[config.mk]
export PLATFORM = sky130hd
export DESIGN_NAME = cube_root_u8_flat
export DESIGN_NICKNAME = d
export VERILOG_FILES = /design/src/rtl/cube_root_u8_if.sv /design/src/rtl/cube_root_u8.sv /design/src/flat_wrapper.sv
export SDC_FILE = /design/constraint.sdc
export NUM_CORES = 1
export LEC_CHECK = 0
export CAP_MARGIN = 40
export CORE_UTILIZATION = 53
export CTS_BUF_LIST = sky130_fd_sc_hd__clkbuf_4 sky130_fd_sc_hd__clkbuf_8
export DETAILED_ROUTE_END_ITERATION = 10
export PLACE_DENSITY_LB_ADDON = 0.05
export SYNTH_ARGS = -nofsm -noshare
export SYNTH_HDL_FRONTEND = slang
export SYNTH_SLANG_ARGS = --single-unit
[constraint.sdc]
create_clock -name clk_i -period 12.2 [get_ports clk_i]
set_clock_uncertainty 0.1 [all_clocks]
set_input_delay 2.44 -clock clk_i [delete_from_list [all_inputs] [get_ports clk_i]]
set_output_delay 2.44 -clock clk_i [all_outputs]
set_load 0.02 [all_outputs]
[src/rtl/cube_root_u8_if.sv]
// Start/busy handshake bundle for the 8-bit cube-root unit.
interface cube_root_u8_if;
    logic [7:0] x_bi;
    logic       start_i;
    logic       busy_o;
    logic [7:0] y_bo;

    modport master (output x_bi, output start_i, input busy_o, input y_bo);
    modport slave  (input x_bi, input start_i, output busy_o, output y_bo);
endinterface

[src/rtl/cube_root_u8.sv]
// Sequential floor(cbrt(x)) for an 8-bit operand using restoring
// shift-subtract digit recurrence, one root bit per clock.
module cube_root_u8 (
    input  logic          clk_i,
    input  logic          rst_i,
    cube_root_u8_if.slave bus
);
    localparam int unsigned XW = 8;
    localparam int unsigned SW = 4;
    localparam int unsigned BW = 16;

    typedef enum logic {IDLE, WORK} state_e;

    state_e        state_q, state_d;
    logic [XW-1:0] xr_q, xr_d;
    logic [XW-1:0] yr_q, yr_d;
    logic [XW-1:0] y_q, y_d;
    logic [SW-1:0] s_q, s_d;
    logic          busy_q, busy_d;
    logic [BW-1:0] y2;
    logic [BW-1:0] b;

    always_ff @(posedge clk_i or posedge rst_i) begin
        if (rst_i) begin
            state_q <= IDLE;
            xr_q    <= '0;
            yr_q    <= '0;
            y_q     <= '0;
            s_q     <= '0;
            busy_q  <= 1'b0;
        end else begin
            state_q <= state_d;
            xr_q    <= xr_d;
            yr_q    <= yr_d;
            y_q     <= y_d;
            s_q     <= s_d;
            busy_q  <= busy_d;
        end
    end

    // Trial subtrahend b = (3*y2*(y2+1) + 1) << s; peaks at 152, fits easily in BW.
    always_comb begin
        state_d = state_q;
        xr_d    = xr_q;
        yr_d    = yr_q;
        y_d     = y_q;
        s_d     = s_q;
        busy_d  = busy_q;
        y2      = BW'(yr_q) << 1;
        b       = (BW'(3) * y2 * (y2 + BW'(1)) + BW'(1)) << s_q;

        case (state_q)
            IDLE: begin
                busy_d = 1'b0;
                if (bus.start_i) begin
                    xr_d    = bus.x_bi;
                    yr_d    = '0;
                    s_d     = SW'(6);
                    busy_d  = 1'b1;
                    state_d = WORK;
                end
            end
            WORK: begin
                if (BW'(xr_q) >= b) begin
                    xr_d = xr_q - XW'(b);
                    yr_d = XW'(y2 + BW'(1));
                end else begin
                    yr_d = XW'(y2);
                end
                if (s_q == SW'(0)) begin
                    y_d     = yr_d;
                    busy_d  = 1'b0;
                    state_d = IDLE;
                end else begin
                    s_d = s_q - SW'(3);
                end
            end
            default: state_d = IDLE;
        endcase
    end

    assign bus.busy_o = busy_q;
    assign bus.y_bo   = y_q;
endmodule

[src/flat_wrapper.sv]
// flat-port wrapper written by rule: the top's interface ports become plain ports
module cube_root_u8_flat 
  (clk_i, rst_i, bus_x_bi, bus_start_i, bus_busy_o, bus_y_bo);
  cube_root_u8_if bus_i ();
  input  logic clk_i;
  input  logic rst_i;
  input wire logic [$bits(bus_i.x_bi)-1:0] bus_x_bi;
  input wire logic [$bits(bus_i.start_i)-1:0] bus_start_i;
  output wire logic [$bits(bus_i.busy_o)-1:0] bus_busy_o;
  output wire logic [$bits(bus_i.y_bo)-1:0] bus_y_bo;
  assign bus_i.x_bi = bus_x_bi;
  assign bus_i.start_i = bus_start_i;
  assign bus_busy_o = bus_i.busy_o;
  assign bus_y_bo = bus_i.y_bo;
  cube_root_u8 u_core (.clk_i(clk_i), .rst_i(rst_i), .bus(bus_i));
endmodule
# After elaboration in Yosys (flattened, before gate mapping)
# Index checks and enable logic that the tools add are counted.
# totals
regBits	30
inputBits	11
output_inout_bits	9
wordCells	37
# op_classes
n_addsub	4
mul	2
order_cmp	1
eq_ne	4
shifts	1
mux	14
bitwise	1
n_reduce_logical	4
# ops
cell	n
$mux 8	4
$pmux 8 s2	2
$add 16x1->16 const B	1
$ge 8x16->1	1
$mul 15x16->15	1
$shl 16x4->16	1
$add 9x1->10 const B	1
$mul 2x8->10 const A	1
$mux 4	2
$ne 2x2->1 const B	4
$pmux 4 s2	1
$sub 8x8->8	1
$reduce_and 2->1	3
$logic_not 4->1	1
$pmux 1 s2	2
$sub 4x2->4 const B	1
$mux 1	3
$not 1->1	1

# Longest topological paths before layout
# Gate-level depths: netlist (run 1).
# logic_depth
word_depth	7
mapped_depth	31
ltp_nobuf	30

# Worst setup path before layout (run 1)
# Ideal clock, no wire load.
# synth_path
kind	register to register
start	register u_core.yr_q[1]
end	register u_core.xr_q[0]
setup_time_ns	0.123
arrival_ns	7.257
required_ns	11.977
slack_ns	4.720
path_stages_with_launch	29
n_path_buf	2
path_cell_list	dfrtp_1 -> clkbuf_1 -> inv_1 -> fa_1 -> nand2b_1 -> a21oi_1 -> nor2_1 -> and2_1 -> fa_1 -> fa_1 -> inv_1 -> fa_1 -> inv_1 -> fa_1 -> inv_1 -> fa_1 -> inv_1 -> ha_1 -> or2_1 -> a21oi_1 -> nor2_1 -> a2111o_1 -> a21o_1 -> a211o_1 -> a31oi_1 -> o2111ai_1 -> or2_0 -> buf_6 -> o221a_1
# synth_between
elab_chain_len	7
# synth_rtl
element	line_no	rtl
from (decl)	cube_root_u8.sv:16	logic [XW-1:0] yr_q, yr_d;
from (signal assigned)	cube_root_u8.sv:34	yr_q <= yr_d;
$mul 2x8->10 / $add 9x1->10 (equally long branches)	cube_root_u8.sv:50	b = (BW'(3) * y2 * (y2 + BW'(1)) + BW'(1)) << s_q;
$mul 15x16->15 *	cube_root_u8.sv:50	
$add 16x1->16 *	cube_root_u8.sv:50	
$shl 16x4->16 *	cube_root_u8.sv:50	
$ge 8x16->1 / $sub 8x8->8 (equally long branches)	cube_root_u8.sv:64, cube_root_u8.sv:65	
$ne 2x2->1 (no source line) / $mux 8 (equally long branches)	n/a	
$reduce_and 2->1 (no source line) / $pmux 8 s2 (equally long branches)	n/a	
to (signal assigned)	cube_root_u8.sv:33	xr_q <= xr_d;
to (decl)	cube_root_u8.sv:15	logic [XW-1:0] xr_q, xr_d;
# Every way passes the cells marked *; elsewhere a longest branch is shown, timed or not. The select of a mux whose other input is x is not followed.
# A chain may end at the register's enable or synchronous reset.

# Worst setup path in the final report (run 1)
# layout_path
start	register u_core.yr_q[0]
end	register u_core.xr_q[6]
# The elaborated chain is that of the path after synthesis.

==> results of run 1 <==
[cells in the mapped netlist (all sizes together) (11+ instances only)]
| library cell | number |
|---|---|
| a21o | 13 |
| a21oi | 19 |
| and2 | 24 |
| clkbuf | 22 |
| dfrtp | 30 |
| fa | 51 |
| ha | 55 |
| inv | 75 |
| nand2 | 81 |
| nand2b | 25 |
| nor2 | 40 |
| o21a | 11 |
| o21ai | 29 |
| xnor2 | 17 |
[area by class of cell]
type | instances | area, um2
Multi-Input combinational cell | 501 | 4151
Fill cell | 936 | 4033
Sequential cell | 30 | 750.7
Inverter | 76 | 287.8
Timing Repair Buffer | 20 | 197.7
Tap cell | 133 | 166.4
Clock buffer | 6 | 82.58
Clock inverter | 2 | 60.06
[cell usage in the layout (no fill, tap or decap), drive strengths merged, types with 10 or more instances in the layout]
| cell | count |
|---|---|
| dfrtp | 30 |
| a21o | 13 |
| o21ai | 29 |
| and2 | 24 |
| a21oi | 19 |
| inv | 75 |
| fa | 51 |
| clkdlybuf4s50 | 19 |
| nor2 | 40 |
| nand2 | 81 |
| nand2b | 25 |
| o221a | 10 |
| ha | 55 |
| xnor2 | 17 |
| o21a | 11 |
| nor3 | 10 |
[per-stage QoR]
step | instance area (um2) | power (mW) | hold WS [ns] | util (%)
final | 5697 | 1.367 | 0.3921 | 58.55
after global routing | 5697 | 1.508 | 0.4089 | 58.55
after detailed placement | 5554 | 1.235 | 0.3665 | 57.09
after CTS | 5697 | 1.368 | 0.3917 | 58.55
after global placement | 5554 | 1.220 | 0.3624 | 57.09
after floorplan | 5311 | 1.002 | 0.4143 | -
[state kept, by name, summed over array words and instances, names as in the netlist]
signal / flops
u_core.yr_q: 8
u_core.xr_q: 8
u_core.bus.y_bo: 8
u_core.bus.busy_o: 1
u_core.state_q: 1
u_core.s_q: 4
[critical path, cell delays in order (launching register included)]
cell,delay [ns]
dfrtp_1,0.76
ha_1,0.35
inv_1,0.08
fa_1,0.40
nand2b_1,0.21
a21oi_1,0.36
nor2_1,0.26
and2_1,0.25
fa_1,0.43
fa_1,0.55
inv_1,0.05
fa_1,0.47
inv_1,0.05
fa_1,0.53
inv_1,0.05
fa_1,0.52
inv_1,0.04
ha_1,0.38
or2_1,0.32
a21oi_1,0.15
nor2_1,0.05
a2111o_1,0.45
a21o_1,0.19
a211o_1,0.29
a31oi_1,0.20
o2111ai_1,0.24
or2_0,0.46
o221a_1,0.34
[per-layer routing]
layer,GRT usage [%],up-vias
met5,0,-
met4,6.374,0
met3,3.694,16
met2,45.53,120
met1,37.26,2200
li1,-,2174
[kinds of logic after synthesis]
group                      synth area share, %
adders and majority gates                32.18
DFF                                      14.13
xor gates and xnor gates                 4.122
muxes                                    1.413
AOI/OAI and AO/OA                        19.55
buffers and inverters                    7.703
and+or+nand+nor                          20.90
[worst max path at each step]
stage / end / slack, ns / cells past startpoint
global placement: u_core.xr_q[6] / 3.80 / 27
floorplan: u_core.xr_q[0] / 4.72 / 28
CTS: u_core.xr_q[6] / 3.55 / 27
global route: u_core.xr_q[6] / 3.07 / 27
detailed placement: u_core.xr_q[6] / 3.60 / 27
finish: u_core.xr_q[6] / 3.54 / 27
[power breakdown]
group | total, mW | switching (mW) | leakage, nW | internal [mW]
clock | 0.125 | 0.0378 | 0.0714 | 0.0871
combinational | 1.00 | 0.588 | 2.32 | 0.416
sequential | 0.238 | 0.0955 | 0.375 | 0.143
==> metrics.md, run 1 <==
| Metric | Value |
|---|---|
| CTS H-tree depth | 2 |
| Dpl hpwl | ~10000 um |
| Routed Antenna Nets | 0 |
| CP required | approximately 12 ns |
| Synth warnings | 0 |
| Synthesized flop and latch total | 30 |
| Setup bufs post-CTS | 0 |
| Post-place setup slack | around 3.6 ns |
| Vias in the first global route | roughly 4600 |
| Maximum VDD drop | 0.1480 mV |
| Vias/cell | between 5 and 6 |
| DRT Pass-1 Iters | 4 |
| Routed WL per cell | 17.06 um |
| CTS root buffer | clkbuf_8 |
| Layout cells sized above 1 | 4.252% |
| Status | complete, no violations |
| Reg2reg setup slack | around 3.5 ns |
| CTS tree | built |
| Clock Sinks | 30 |
| Syn-to-layout area delta | 7.256% |
| Power Density | roughly 240 nW/um2 |
| Die height | just over 100 um |
| Critical Path Source | u_core.yr_q[0] |
| Hold Path End | u_core.bus.y_bo[7] |
| Crit end category | register |
| Ant diodes | 0 |
| RR Startpoint | u_core.yr_q[0] |
| Initial antenna violation count | 0 |
| Reg2Reg Depth | 27 |
| CTS resizes | 0 |
| DRT iter0 DRCs | 250 |
| Hold_buf cts | 0 |
| Least-Margin Pin Slew | 0.9056 ns |
| I/O pin cnt | 20 |
| Synth area leaders | fa_1 19%, dfrtp_1 14%, ha_1 13% |
| Min Tclk post-route | between 8 and 9 ns |
| Met3 routed WL | around 650 um |
| Distinct cells, synth | 75 |
| Register area share after synthesis | 14.13% |
| Horiz. Die Dim | slightly above 100 um |
| RSZ-0062 raised after global routing | no |
| Maximum clock rate | 0.1155 GHz |
| Final period utilization | a little under three quarters |
| GRT overflow | 0 |
| WP data arrival | about 8.7 ns |
| DRC viols | 0 |
| Hold Fails Final Rpt | 0 |
| Num CTS Buffers | 5 |
| Asr flop ratio synth | 100.0% |
| Total Wirelength | approximately 13000 um |
| First-pass GRT wire length | around 22000 um |
| Synth Net Count | between 700 and 800 |
| Syn avg cell area | 8.378 um2 |
| WHS Path Cells | 2 |
| Placed cell count | between 700 and 800 |
| Highest routed metal layer | met4 |
| Hold WC Path Type | register to register |
| Worst-Skew Late Latency | roughly 0.28 ns |
| Vias | roughly 4500 |
| Met1 WL | 6092 um |
| Critical hold path startpoint | u_core.bus.y_bo[7] |
| FF-to-FF End | u_core.xr_q[6] |
| Final Non-Filler Cells | ~770 |
| Clk buf depth | 2 |
| Rows | 36 |
| Met2 wire len | roughly 6200 um |
| Setup Viol. Count Final | 0 |
| Leakage power | around 2.8 nW |
| Final nets | between 700 and 800 |
| Post-synth top area share | between 10% and 20% |
| Final WS setup | about 3.5 ns |
| GRT Util Overall | between 20% and 30% |
| Max-slew headroom | approximately two fifths |
| Worst-path clk slew | 0.07 ns |
| Largest net degree at the start of global routing | 31 |
| Starting Density | between 50% and 60% |
| Die area | between 10000 and 15000 um2 |
| Port Buffers | 19 |
| Max-slew violations | 0 |
| Gate Count Post-Synth | 634 |
| RePlAce Congestion | around 0.89 |
| Main synth FF type | dfrtp_1 |
| Post-synth EDFFs | 0 |
| Largest area contributor in the netlist | fa_1 |
| CP Max Fanout | 20 |
| Synthesized cell area | approximately 5300 um2 |
| Setup TNS | 0 ns |
| Startpoint Class | register |
| Number of max-cap violations | 0 |
| Total core area | between 9000 and 10000 um2 |
| Crit Path Class | register to register |
Power figures use the tool's default switching activity.
==> run 2, diff against run 1 <==
- clock period: 12.2 -> 9.06 ns (I/O delays scaled with it)
==> metrics.md, run 2 (same netlist as run 1, synthesis figures left out) <==
| Metric | Value |
|---|---|
| Crit Path Class | register to register (unchanged) |
| Commonest non-fill, non-tap cells in the layout | 81 x nand2_1, 73 x inv_1, 55 x ha_1 (unchanged) |
| Critical hold path startpoint | u_core.bus.y_bo[6] (was u_core.bus.y_bo[7]) |
| Failing checks | design-rule violations |
| Crit end category | register (unchanged) |
| Final Non-Filler Cells | 772 (was 768) |
| Power Density | 316.1 nW/um2 (was 239.9 nW/um2) |
| Leakage power | 2.766 nW (was 2.769 nW) |
| Worst-Skew Late Latency | 0.28 ns (about the same) |
| Port Buffers | 19 (unchanged) |
| CP Max Fanout | 13 (was 20) |
| Met1 GRT Util | 37.43% (was 37.26%) |
| Total core area | 9729 um2 (unchanged) |
| FF-to-FF End | u_core.xr_q[1] (was u_core.xr_q[6]) |
| Startpoint Class | register (unchanged) |
| Reg2Reg Depth | 27 (unchanged) |
| Dpl hpwl | 10220 um (was 10410 um) |
| Gate power share | 76.4% (was 73.4%) |
| Maximum VDD drop | 0.2024 mV (was 0.1480 mV) |
| Worst-path clk slew | 0.07 ns (about the same) |
| DRT iter0 DRCs | 233 (was 250) |
| Worst path bufs/invs | 5 (unchanged) |
| Starting Density | 54.59% (unchanged) |
| First-pass GRT wire length | 21680 um (was 22200 um) |
| CTS resizes | 0 (unchanged) |
| WP data arrival | 8.43 ns (was 8.72 ns) |
| Reg area | 750.7 um2 (unchanged) |
| Setup TNS | 0 ns (unchanged) |
| Routed WL per cell | 16.81 um (was 17.06 um) |
| Vias/cell | 5.868 (was 5.872) |
| Setup bufs post-CTS | 0 (unchanged) |
| Met3 Use GR | 3.352% (was 3.694%) |
| Vias in the first global route | 4389 (was 4610) |
| Psw | 971.7 uW (was 720.9 uW) |
| Setup Viol. Count Final | 0 (unchanged) |
| GRT overflow | 0 (unchanged) |
| Net Sw Frac | 54.13% (was 52.74%) |
| Int Power | 823.4 uW (was 645.9 uW) |
| Horiz. Die Dim | 102.1 um (unchanged) |
| Hold Fails Final Rpt | 0 (unchanged) |
| Hold WC Path Type | register to register (unchanged) |
| Number of max-cap violations | 0 (unchanged) |
| Layout cells sized above 1 | 4.851% (was 4.252%) |
| Largest net degree at the start of global routing | 31 (unchanged) |
| Most common cell after layout, fill and taps aside | nand2_1 (unchanged) |
| Final nets | 755 (was 751) |
| DRT Pass-1 Iters | 7 (was 4) |
| Clock Sinks | 30 (unchanged) |
| I/O pin cnt | 20 (unchanged) |
| CP peak stage delay | 0.63 ns (was 0.76 ns) |
| Total chip power | 1.795 mW (was 1.367 mW) |
| Top cell family by delay on the critical path | adder cells (unchanged) |
| Total Wirelength | 12980 um (was 13100 um) |
| Hold Path End | u_core.bus.y_bo[6] (was u_core.bus.y_bo[7]) |
| Number of fill cells in the layout | 929 (was 936) |
| DRC viols | 1 (was 0) |
| Num CTS Buffers | 5 (unchanged) |
| Slowest CP cell | dfrtp_1 (unchanged) |
| RR Startpoint | u_core.yr_q[1] (was u_core.yr_q[0]) |
| CTS tree | built (unchanged) |
| CTS H-tree depth | 2 (unchanged) |
| GRT met2 Usage | 45.38% (was 45.53%) |
| WHS Path Cells | 2 (unchanged) |
| Routed Antenna Nets | 0 (unchanged) |
| Die height | 102.1 um (unchanged) |
| Status | complete, but fails checks (was complete, no violations) |
| Ant diodes | 0 (unchanged) |
| Max-slew violations | 0 (unchanged) |
| Least-Margin Pin Slew | 0.8511 ns (was 0.9056 ns) |
| Min Tclk post-route | 8.366 ns (was 8.662 ns) |
| Initial antenna violation count | 0 (unchanged) |
| RSZ-0062 raised after global routing | no (unchanged) |
| Maximum clock rate | 0.1195 GHz (was 0.1155 GHz) |
| Clk buf depth | 2 (unchanged) |
| Rows | 36 (unchanged) |
| Sequential share of power | 17.3% (was 17.4%) |
| Syn-to-layout area delta | 6.926% (was 7.256%) |
| Vias | 4530 (was 4510) |
| Hold_buf cts | 0 (unchanged) |
| Final period utilization | 92.33% (was 71.00%) |
| CTS root buffer | clkbuf_8 (unchanged) |
| GRT Util Overall | 26.83% (was 27.13%) |
| Max-slew headroom | 42.66% (was 39.63%) |
| Most used routing layer | met2 (unchanged) |
| Most frequent CP cell | fa_1 (unchanged) |
| Die area | 10430 um2 (unchanged) |
| Reg2reg setup slack | 0.69 ns (was 3.54 ns) |
| CP required | 9.13 ns (was 12.26 ns) |
| Clock power frac | 6.3% (was 9.1%) |
| Placed cell count | 764 (was 760) |
| Multi-input gate area | 4151 um2 (unchanged) |
| RePlAce Congestion | 0.9454 (was 0.8905) |
run 2: cell count changes in the layout (fill, tap and decap cells not counted), sizes merged:
cell	change
clkinvlp	+1
clkinv	+1
bufinv	-2
buf	+4
run 2: how the worst max path moves through the flow:
stage                        start             end  slack [ns]  cells past startpoint
finish              u_core.yr_q[1]  u_core.xr_q[1]        0.69                     27
global route        u_core.yr_q[1]  u_core.xr_q[6]        0.25                     28
CTS                 u_core.yr_q[1]  u_core.xr_q[1]        0.76                     27
detailed placement  u_core.yr_q[1]  u_core.xr_q[1]        0.74                     27
global placement    u_core.yr_q[1]  u_core.xr_q[6]        0.92                     27
floorplan           u_core.yr_q[1]  u_core.xr_q[1]        1.58                     28
run 2: cell type report:
cell class	count	share of cell area, %
multi-input combinational	501	73.10
sequential	30	13.22
inverter	76	5.067
timing repair buffer	24	4.010
tap	133	2.930
clock buffer	6	1.454
clock inverter	2	0.2203
run 2: per-stage QoR:
step / worst slack [ns] / util, % / cell area, um2 / hold slack [ns]
floorplan: 1.580 / - / 5311 / 0.4143
global placement: 0.9198 / 57.39 / 5584 / 0.3638
detailed placement: 0.7409 / 57.39 / 5584 / 0.3614
CTS: 0.7568 / 58.37 / 5679 / 0.3877
global route: 0.2453 / 58.37 / 5679 / 0.4156
finish: 0.6945 / 58.37 / 5679 / 0.3842
run 2: worst register-to-register path, stage by stage (launching register included):
cell and delay [ns]:
dfrtp_1 0.63, ha_1 0.33, inv_1 0.08, fa_1 0.39, nand2b_1 0.20, a21oi_1 0.34, nor2_1 0.24, and2_1 0.23
fa_1 0.42, fa_1 0.54, inv_1 0.05, fa_1 0.47, inv_1 0.05, fa_1 0.53, inv_1 0.06, fa_1 0.53
inv_1 0.04, ha_1 0.38, or2_1 0.32, a21oi_1 0.14, nor2_1 0.05, a2111o_1 0.44, a21o_1 0.18, a211o_1 0.28
a31oi_1 0.17, o2111ai_1 0.25, or2_0 0.47, o221a_1 0.33
run 2: layer usage:
metal	wire [um]	vias up
met5	0	-
met4	106	0
met3	681	9
met2	6072	140
met1	6120	2195
li1	-	2186
run 2: power groups by stage:
stage          logic (mW)  clock network [mW]  registers [mW]
2_1_floorplan        1.10                   0           0.253
3_3_place_gp         1.34                   0           0.307
3_5_place_dp         1.36                   0           0.307
4_1_cts              1.37               0.116           0.306
5_1_grt              1.54               0.121           0.321
6_report             1.37               0.113           0.311
